**src/rtl/pipe_stage_bank.sv**
```systemverilog
// Pipeline-boundary register bank: DEPTH cascaded data/ctrl/valid stages with
// stall/flush control and saturating stall, flush and retire event counters.
module pipe_stage_bank #(
    parameter int                DATA_W   = 32,
    parameter int                CTRL_W   = 9,
    parameter int                DEPTH    = 1,
    parameter logic [CTRL_W-1:0] NOP_CTRL = '0,
    parameter int                CNT_W    = 16
) (
    input  logic              clk,
    input  logic              arst,
    input  logic              enable,
    input  logic              stall,
    input  logic              flush,
    input  logic [DATA_W-1:0] din_data,
    input  logic [CTRL_W-1:0] din_ctrl,
    input  logic              din_valid,
    output logic [DATA_W-1:0] dout_data,
    output logic [CTRL_W-1:0] dout_ctrl,
    output logic              dout_valid,
    output logic [DEPTH-1:0]  stage_valid,
    output logic [CNT_W-1:0]  stall_cnt,
    output logic [CNT_W-1:0]  flush_cnt,
    output logic [CNT_W-1:0]  retire_cnt
);

    if (DEPTH < 1 || DEPTH > 4) begin : g_bad_depth
        $error("pipe_stage_bank: DEPTH must be in 1..4");
    end

    function automatic logic [CNT_W-1:0] sat_inc(input logic [CNT_W-1:0] v);
        return (&v) ? v : v + 1'b1;
    endfunction

    logic [DATA_W-1:0] data_p [DEPTH];
    logic [CTRL_W-1:0] ctrl_p [DEPTH];
    logic [DEPTH-1:0]  vld_p;

    logic do_flush;
    logic do_stall;
    logic advance;

    // Flush outranks stall; both are gated by the global enable.
    assign do_flush = enable & flush;
    assign do_stall = enable & ~flush & stall;
    assign advance  = enable & ~flush & ~stall;

    // Stage 0: capture from din; a bubble never carries live control.
    always_ff @(posedge clk or posedge arst) begin
        if (arst) begin
            data_p[0] <= '0;
            ctrl_p[0] <= NOP_CTRL;
            vld_p[0]  <= 1'b0;
        end else if (do_flush) begin
            data_p[0] <= '0;
            ctrl_p[0] <= NOP_CTRL;
            vld_p[0]  <= 1'b0;
        end else if (advance) begin
            data_p[0] <= din_data;
            ctrl_p[0] <= din_valid ? din_ctrl : NOP_CTRL;
            vld_p[0]  <= din_valid;
        end
    end

    // Stages 1..DEPTH-1: shift from the previous stage.
    for (genvar g = 1; g < DEPTH; g++) begin : g_stage
        always_ff @(posedge clk or posedge arst) begin
            if (arst) begin
                data_p[g] <= '0;
                ctrl_p[g] <= NOP_CTRL;
                vld_p[g]  <= 1'b0;
            end else if (do_flush) begin
                data_p[g] <= '0;
                ctrl_p[g] <= NOP_CTRL;
                vld_p[g]  <= 1'b0;
            end else if (advance) begin
                data_p[g] <= data_p[g-1];
                ctrl_p[g] <= vld_p[g-1] ? ctrl_p[g-1] : NOP_CTRL;
                vld_p[g]  <= vld_p[g-1];
            end
        end
    end

    // Event counters follow the same enable/flush/stall priority as the stages.
    always_ff @(posedge clk or posedge arst) begin
        if (arst) begin
            stall_cnt  <= '0;
            flush_cnt  <= '0;
            retire_cnt <= '0;
        end else begin
            if (do_flush)
                flush_cnt <= sat_inc(flush_cnt);
            if (do_stall)
                stall_cnt <= sat_inc(stall_cnt);
            if (advance && vld_p[DEPTH-1])
                retire_cnt <= sat_inc(retire_cnt);
        end
    end

    assign dout_data   = data_p[DEPTH-1];
    assign dout_ctrl   = ctrl_p[DEPTH-1];
    assign dout_valid  = vld_p[DEPTH-1];
    assign stage_valid = vld_p;

endmodule

```
**config.mk**
```make
export PLATFORM = sky130hd
export DESIGN_NAME = pipe_stage_bank
export DESIGN_NICKNAME = d
export VERILOG_FILES = /design/src/rtl/pipe_stage_bank.sv
export SDC_FILE = /design/constraint.sdc
export NUM_CORES = 1
export LEC_CHECK = 0
export ABC_AREA = 1
export BUFFER_PORTS_ARGS = -buffer_cell sky130_fd_sc_hd__buf_2
export CAP_MARGIN = 20
export CORE_UTILIZATION = 30
export DETAILED_ROUTE_END_ITERATION = 10
export PLACE_DENSITY = 0.52
export RECOVER_POWER = 25
export SETUP_SLACK_MARGIN = 0.3
export SLEW_MARGIN = 20
export SYNTH_ARGS = -nofsm -noshare
export SYNTH_HDL_FRONTEND = slang
export SYNTH_SLANG_ARGS = --single-unit
```
**constraint.sdc**
```tcl
create_clock -name clk -period 2.8 [get_ports clk]
set_clock_uncertainty 0.1 [all_clocks]
set_input_delay 0.42 -clock clk [delete_from_list [all_inputs] [get_ports clk]]
set_output_delay 0.42 -clock clk [all_outputs]
set_load 0.05 [all_outputs]
```
==> results.cfg, run 1 <==
[pwr]
swShare_pct = 39.9
ir_worst_vdd_v = 0.000249
clkPwrFrac_pct = 29.0
intPower_mw = 2.37
power.net_switching_mw = 1.57
seq_power_share_pct = 41.7
p_leak_nw = 3.18
combinationalPowerShare_pct = 29.2
power.density_mw_per_mm2 = 684

[layout]
drive_above_1_share_pct = 21.4
area_growth_pct = 25.1
nets = 823
postLayoutCoreUtil_pct = 39.1
final_cell_mix = nand2_1, buf_2, dfrtp_1
instances_no_fill = 962
final_common_cell = nand2_1

[logic_synthesis]
synth_cells = 636
synthAdderAreaFrac_pct = 0.814
synth_warnings = 0
synth_xor_area_share_pct = 2.09
synth_compound_area_share_pct = 2.96
ys_seq_area_share_pct = 48.8
synth_top_family_by_area = simple AND/OR/NAND/NOR gates
synth-simple-area-share_pct = 39.2
synth_cell_types = 22
avgSynthCellArea_um2 = 7.25
netlist_area_mm2 = 0.00461
muxShareOfSynthArea_pct = 0
syn_nets = 686
synth_seq_cells = 90

[cts]
cts_tree = built
clk_path_buf_depth = 2
clkTransAtPathRegs_ns = 0.07
ctsResizeCount = 0
htreeDepth = 3
clock-sinks = 90
cts_setup_buffers = 0
numCtsBuffers = 9
clk_latency_ns = 0.34
cts_root_buffer = clkbuf_16
postCtsHoldBufs = 0

[critical_path]
crit_arrival_ns = 2.09
worst_ep_required_time_ns = 2.93
reg2reg_from = flush_cnt[0]
end_kind = flip-flop
crit_type = reg2reg
cp-startpoint = flush_cnt[0]
start_kind = flip-flop
crit_path_max_fanout = 17

[detailed_routing]
vias = 4451
drc = 0
via_per_inst = 4.63
dr.first_iter.drc_count = 199
wl_um = 12500
drt_pass1_iterations = 4
wl_per_cell_um = 13.0
postRouteAntennaNets = 0

[placement]
dp.cells = 946
dp_hpwl_um = 8930
port_buffers = 137
gp_routability_congestion = 0.815

[die]
dieArea_mm2 = 0.0159
fp.dieH_um = 126
core_mm2 = 0.0148
io_pins = 138
start_util_pct = 31.3
rows = 44
die_w_um = 126

[flow_run]
cap_violations = 0

[global_route]
grt_max_degree = 91
overflow = 0
grt_pass1_vias = 4129
antenna_found_initial = 1
track_usage_pct = 16.3
grt_first_pass_wirelength_um = 20500

[min_path]
hp-start = din_data[19]
min_path_type = in2reg

[timing]
finalHoldViolations = 0
fin_setup_tns_ns = 0
worst_slew_pin_slew_ns = 1.28
grt_setup_unrepaired = false
fin_hold_ws_ns = 0.174
timing.final.max_slew_violations = 0
post-route-period-util_pct = 69.9
fmax_mhz = 511
slew-limit-headroom_pct = 14.4
min_period_ns = 1.96
setup_violations = 0

[run_status]
status = finished clean
kinds of logic after synthesis:
group / count (synthesis)
AOI/OAI and AO/OA: 25
xor gates and xnor gates: 11
adders and majority gates: 3
buffers and inverters: 70
DFF: 90
and+or+nand+nor: 437
flip-flops by register name, indices dropped and copies added, names as in the netlist:
register / flops
dout_data: 32
flush_cnt: 16
retire_cnt: 16
stall_cnt: 16
dout_ctrl: 9
dout_valid: 1
synth_stat cells:
library cell | instances | area [µm²]
nand3_1 | 75 | 375
xnor2_1 | 5 | 43.8
inv_2 | 2 | 7.51
nor3_4 | 1 | 16.3
nand3b_1 | 6 | 45.0
xor2_1 | 6 | 52.6
nor2_2 | 2 | 12.5
dfrtp_1 | 90 | 2250
buf_6 | 1 | 11.3
o21ai_0 | 22 | 110
buf_1 | 1 | 3.75
o21ai_2 | 3 | 26.3
nor2_1 | 56 | 210
ha_1 | 3 | 37.5
inv_4 | 1 | 6.26
inv_1 | 50 | 188
buf_4 | 2 | 15.0
buf_2 | 1 | 5.00
clkbuf_1 | 12 | 45.0
nand2_1 | 283 | 1060
nand2_2 | 1 | 6.26
nand4_1 | 13 | 81.3
final cells by class:
class	instances	area [µm²]
diodes	1	2.50
inverters	53	205
well taps	184	230
clock inverters	2	12.5
repair buffers	143	729
flip-flops and latches	90	2250
fillers	1595	8980
multi-input cells	476	2080
clock buffers	13	260
worst paths after layout:
check / to / slack [ns] / cells past startpoint
setup / recovery: flush_cnt[11] / 0.84 / 9
hold / removal: dout_data[19] / 0.17 / 3
setup reg to reg: flush_cnt[11] / 0.84 / 9
hold reg to reg: dout_ctrl[1] / 0.40 / 2
max in group asynchronous: dout_data[3] / 1.34 / 3
min in group asynchronous: flush_cnt[1] / 0.43 / 3
per-layer routing:
metal	global-route usage [%]	wire length [µm]	part of all wire [%]	vias to the layer above
li1	-	-	-	2270
met1	21.6	5870	47	2072
met2	26.2	5870	47	96
met3	2.76	506	4.1	13
met4	7.02	222	1.8	0
met5	0	0	0	-
stage by stage:
step	setup slack [ns]	power, mW	area [µm²]
floorplan	0.770	2.52	4620
global route	0.651	4.16	5770
global placement	0.933	2.82	5510
detailed placement	0.886	2.84	5510
finish	0.842	3.95	5770
CTS	0.874	4.01	5780
worst max-delay path, cell delays in order, from the launching register on:
cell and delay [ns]:
dfrtp_1 0.48, ha_1 0.30, inv_1 0.07, nor2_2 0.23
nand2_1 0.11, nor2_1 0.15, nor2_2 0.04, buf_4 0.20
nand2_1 0.08, o21ai_0 0.07
power groups by stage:
stage          clock network [mW]  registers (mW)  logic [mW]
3_5_place_dp                    0            1.67        1.17
6_report                     1.15            1.65        1.15
3_3_place_gp                    0            1.66        1.16
4_1_cts                      1.19            1.65        1.17
2_1_floorplan                   0            2.18       0.333
5_1_grt                      1.25            1.68        1.24
Note: power is estimated with default switching activity, not from simulation.
==> run 2, diff against run 1 <==
- PLACE_DENSITY: 0.52 -> 0.5
- clock period: 2.8 -> 2.1 ns (I/O delays scaled with it)
==> run 2 against run 1 <==
Compared with the run above:
- combinational power increased by 37%
- setup slack got worse by 0.41 ns
- critical path type unchanged
- sequential share of layout area decreased by 1.2 points
- maximum frequency increased by 17%
- global-route usage increased by 0.33 points
- final cell count increased by 0.52%
==> results.cfg, run 2 (synthesized netlist as in run 1, its figures left out) <==
[run_status]
status = finished clean

[global_route]
grt_first_pass_wirelength_um = 21100
antenna_found_initial = 1
overflow = 0
grt_use_met1_pct = 20.9
met3_usage_pct = 3.74
grt_busiest_layer = met2
track_usage_pct = 16.6
grtUsageMet2_pct = 28.0
grt_pass1_vias = 4317
grt_max_degree = 43

[layout]
postLayoutCoreUtil_pct = 40.5
fillers = 1569
multi_input_area_mm2 = 0.00214
stdcell_area_mm2 = 0.00597
ff_latch_area_mm2 = 0.00226
largest_reg_flops = 32
area_growth_pct = 29.4
nets = 828
instances_no_fill = 967
drive_above_1_share_pct = 24.6
final_common_cell = nand2_1
antenna_cells = 0
final_cell_mix = nand2_1, buf_2, dfrtp_1

[critical_path]
end_kind = flip-flop
crit_type = reg2reg
reg2reg_slack_ns = 0.43
r2r_end = retire_cnt[11]
start_kind = flip-flop
crit_path_max_fanout = 20
reg2reg_from = retire_cnt[0]
r2r_cells = 10
crit_arrival_ns = 1.81
worst_ep_required_time_ns = 2.24

[detailed_routing]
postRouteAntennaNets = 0
via_per_inst = 4.58
wl_per_cell_um = 12.9
drt_pass1_iterations = 4
dr.first_iter.drc_count = 208
vias = 4432
wl_um = 12400
drc = 0

[min_path]
hp-start = din_data[17]
hold-path-cell-count = 3
min_path_type = in2reg
hold_end = dout_data[17]

[die]
io_pins = 138
die_w_um = 126
dieArea_mm2 = 0.0159
start_util_pct = 31.3
rows = 44
fp.dieH_um = 126
core_mm2 = 0.0148

[timing]
fin_ws_ns = 0.429
min_period_ns = 1.67
slew-limit-headroom_pct = 52.4
fin_setup_tns_ns = 0
post-route-period-util_pct = 79.6
worst_slew_pin_slew_ns = 0.713
timing.final.max_slew_violations = 0
fmax_mhz = 599
grt_setup_unrepaired = false
fin_hold_ws_ns = 0.0710
finalHoldViolations = 0
setup_violations = 0

[cts]
clk_path_buf_depth = 2
clkTransAtPathRegs_ns = 0.07
numCtsBuffers = 9
clock-sinks = 90
cts_root_buffer = clkbuf_16
cts_tree = built
htreeDepth = 3
clk_latency_ns = 0.35

[placement]
port_buffers = 137
dp.cells = 946
dp_hpwl_um = 8980
place_ws_ns = 0.230
place_area_mm2 = 0.00556
gp_routability_congestion = 0.819

[flow_run]
cap_violations = 0

[pwr]
power_mw = 5.65
p_leak_nw = 3.23
power.density_mw_per_mm2 = 947
ir_worst_vdd_v = 0.000409
-- run 2: timing repair --
| action | 4_1_cts | 5_1_grt |
|---|---|---|
| resized for setup | 2 | 12 |
| buffers inserted | 0 | 4 |
| setup endpoints to repair | 18 | 38 |
| endpoints found under the hold margin | 10 | 0 |
| pin swaps | 0 | 2 |
| hold buffers | 1 | 0 |
-- run 2: critical path: stages, from the launching register on --
cell and delay, ns:
dfrtp_2 0.44, ha_1 0.26, nand3_2 0.12, inv_1 0.04, nand2_1 0.08, nor2_1 0.06, nor2_2 0.12, buf_12 0.16
inv_4 0.07, nand2_1 0.06, nand2_1 0.05
-- run 2: report_power, final --
part / switching [mW] / internal (mW) / total, mW / leakage (nW)
logic: 1.19 / 0.389 / 1.58 / 1.91
clock network: 0.705 / 1.16 / 1.87 / 0.158
registers: 0.260 / 1.95 / 2.21 / 1.16
total: 2.16 / 3.50 / 5.65 / 3.23
-- run 2: area by class of cell --
class                      instances  share of cell area, %
multi-input combinational        476                   35.8
clock inverter                     7                   1.97
clock buffer                       9                   3.77
sequential                        90                   37.8
inverter                          53                   3.39
timing repair buffer             148                   13.3
tap                              184                   3.86
-- run 2: layer usage --
metal  wire, µm  vias up  share of wire [%]
li1           -     2291                  -
met2       5990       84                 48
met4        189        2                1.5
met1       5690     2042                 46
met5         13        -               0.10
met3        537       13                4.3
-- run 2: how the worst max path moves through the flow --
stage	from	to	slack, ns	cells after the start
final	retire_cnt[0]	retire_cnt[11]	0.43	10
after global routing	arst	stall_cnt[1]	0.21	4
after CTS	retire_cnt[0]	retire_cnt[13]	0.32	10
after detailed placement	flush_cnt[0]	flush_cnt[11]	0.23	7
after global placement	flush_cnt[0]	flush_cnt[11]	0.26	7
after floorplan	flush_cnt[2]	flush_cnt[5]	0.32	8
==> run 3, diff against run 2 <==
- clock period: 2.1 -> 1.66 ns (I/O delays scaled with it)
==> run 3 against run 2 <==
Compared with the run above:
- design area up 28%
- combinational power is 99% higher
- die area unchanged
- largest cell class is now multi-input combinational cells
==> results.cfg, run 3 (synthesized netlist as in run 1, its figures left out) <==
[critical_path]
reg2reg_from = retire_cnt[0]
critPathMaxStageDelay_ns = 0.43
crit_slowest_cell = dfrtp_2
critPathBufInv = 3
r2r_end = retire_cnt[5]
r2r_cells = 10
crit_type = reg2reg
start_kind = flip-flop
critPathTopFamily = simple AND/OR/NAND/NOR gates
cp_num_cells = 10
reg2reg_slack_ns = 0.15
crit_chain = ha_4 > nand3_4 > inv_4 > nand2_4 > nor2_4 > nor2_4 > buf_12 > inv_4 > nand2_1 > nand2_1
end_kind = flip-flop
worst_ep_required_time_ns = 1.80
crit_path_max_fanout = 10
crit_arrival_ns = 1.65
critPathCapture = retire_cnt[5]
cp-startpoint = retire_cnt[0]

[layout]
instances_no_fill = 1069
final_common_cell = nand2_1
drive_above_1_share_pct = 44.1
final_cell_mix = nand2_1, buf_4, buf_2
largest_reg_flops = 32
stdcell_area_mm2 = 0.00767
nets = 930
antenna_cells = 0
area_growth_pct = 66.3

[detailed_routing]
wl_per_cell_um = 14.0
postRouteAntennaNets = 0
dr.first_iter.drc_count = 192
wl_um = 14900
via_per_inst = 4.71
drt_pass1_iterations = 4
drc = 0
vias = 5032

[timing]
fin_hold_ws_ns = 0.0185
slew-limit-headroom_pct = 71.5
worst_slew_pin_slew_ns = 0.427
min_period_ns = 1.51
finalHoldViolations = 0
grt_setup_unrepaired = true
fin_setup_tns_ns = 0
fmax_mhz = 661
post-route-period-util_pct = 91.2
setup_violations = 0
timing.final.max_slew_violations = 0

[cts]
clk_latency_ns = 0.34
clk_path_buf_depth = 2
cts_tree = built
numCtsBuffers = 9
clkTransAtPathRegs_ns = 0.07
cts_root_buffer = clkbuf_16
clock-sinks = 90
htreeDepth = 3

[flow_run]
cap_violations = 0

[pwr]
p_leak_nw = 3.91
ir_worst_vdd_v = 0.000509
power.density_mw_per_mm2 = 1070
power_mw = 8.20

[global_route]
grt_max_degree = 55
grt_first_pass_wirelength_um = 23900
grt_pass1_vias = 4910
overflow = 0
antenna_found_initial = 0
track_usage_pct = 19.0

[die]
start_util_pct = 31.3
rows = 44
fp.dieH_um = 126
io_pins = 138
die_w_um = 126
core_mm2 = 0.0148
dieArea_mm2 = 0.0159

[min_path]
min_path_type = in2reg
hold-path-cell-count = 3

[placement]
dp_hpwl_um = 9630
place_area_mm2 = 0.00588
dp.cells = 969
gp_routability_congestion = 0.791
port_buffers = 137

[run_status]
status = finished clean
==> run 3: cell types whose count changed in the layout (fill, tap and decap cells not counted), sizes merged <==
cell         previous run  this run
buf                   145       222
bufinv                  3         2
clkbuf                 11        25
clkinv                  1         0
clkinvlp                4         1
dlygate4sd3             1        15
nand2                 284       285
nor2                   58        59
==> run 3: worst min-delay path, cell delays in order <==
cell and delay [ns]:
buf_2 0.08, nand2_1 0.04, nand2_1 0.06
==> run 3: area by class of cell <==
class	instances	area (µm²)
Multi-Input combinational cell	478	2520
Sequential cell	90	2310
Timing Repair Buffer	248	2080
Inverter	53	208
Clock inverter	2	60.1
Clock buffer	14	264
Fill cell	1435	7080
Tap cell	184	230
==> run 3: repair_timing <==
item,in CTS,in global routing
pin swaps,31,20
setup endpoints to repair,95,86
hold buffers,15,0
gates resized for setup,162,79
cloned,4,1
buffers inserted,41,23
hold endpoints to repair,104,0
==> run 3: layer usage <==
metal / wire, µm / vias up / GRT usage, %
met5: 0 / - / 0
met4: 308 / 0 / 7.58
met3: 669 / 19 / 3.91
met2: 7380 / 115 / 31.5
met1: 6580 / 2410 / 24.1
li1: - / 2488 / -
==> run 3: power by group <==
part,internal (mW),total [mW],switching [mW]
registers,2.49,2.83,0.336
clock network,1.40,2.24,0.834
logic,1.29,3.14,1.85
total,5.18,8.20,3.02
==> run 3: worst min path at each step <==
stage                       startpoint             to  slack [ns]
after CTS                 din_data[13]  dout_data[13]       0.003
after floorplan           din_data[25]  dout_data[25]        0.27
after global routing      din_data[28]  dout_data[28]        0.02
final                     din_data[13]  dout_data[13]        0.02
after global placement            arst  stall_cnt[15]        0.26
after detailed placement          arst  stall_cnt[15]        0.26
==> run 3: metrics by stage <==
stage,utilization (%),worst slack (ns)
detailed placement,39.8,0.0524
finish,52.0,0.147
global route,52.0,0.0613
floorplan,-,0.00106
global placement,39.8,0.0765
CTS,48.8,0.143
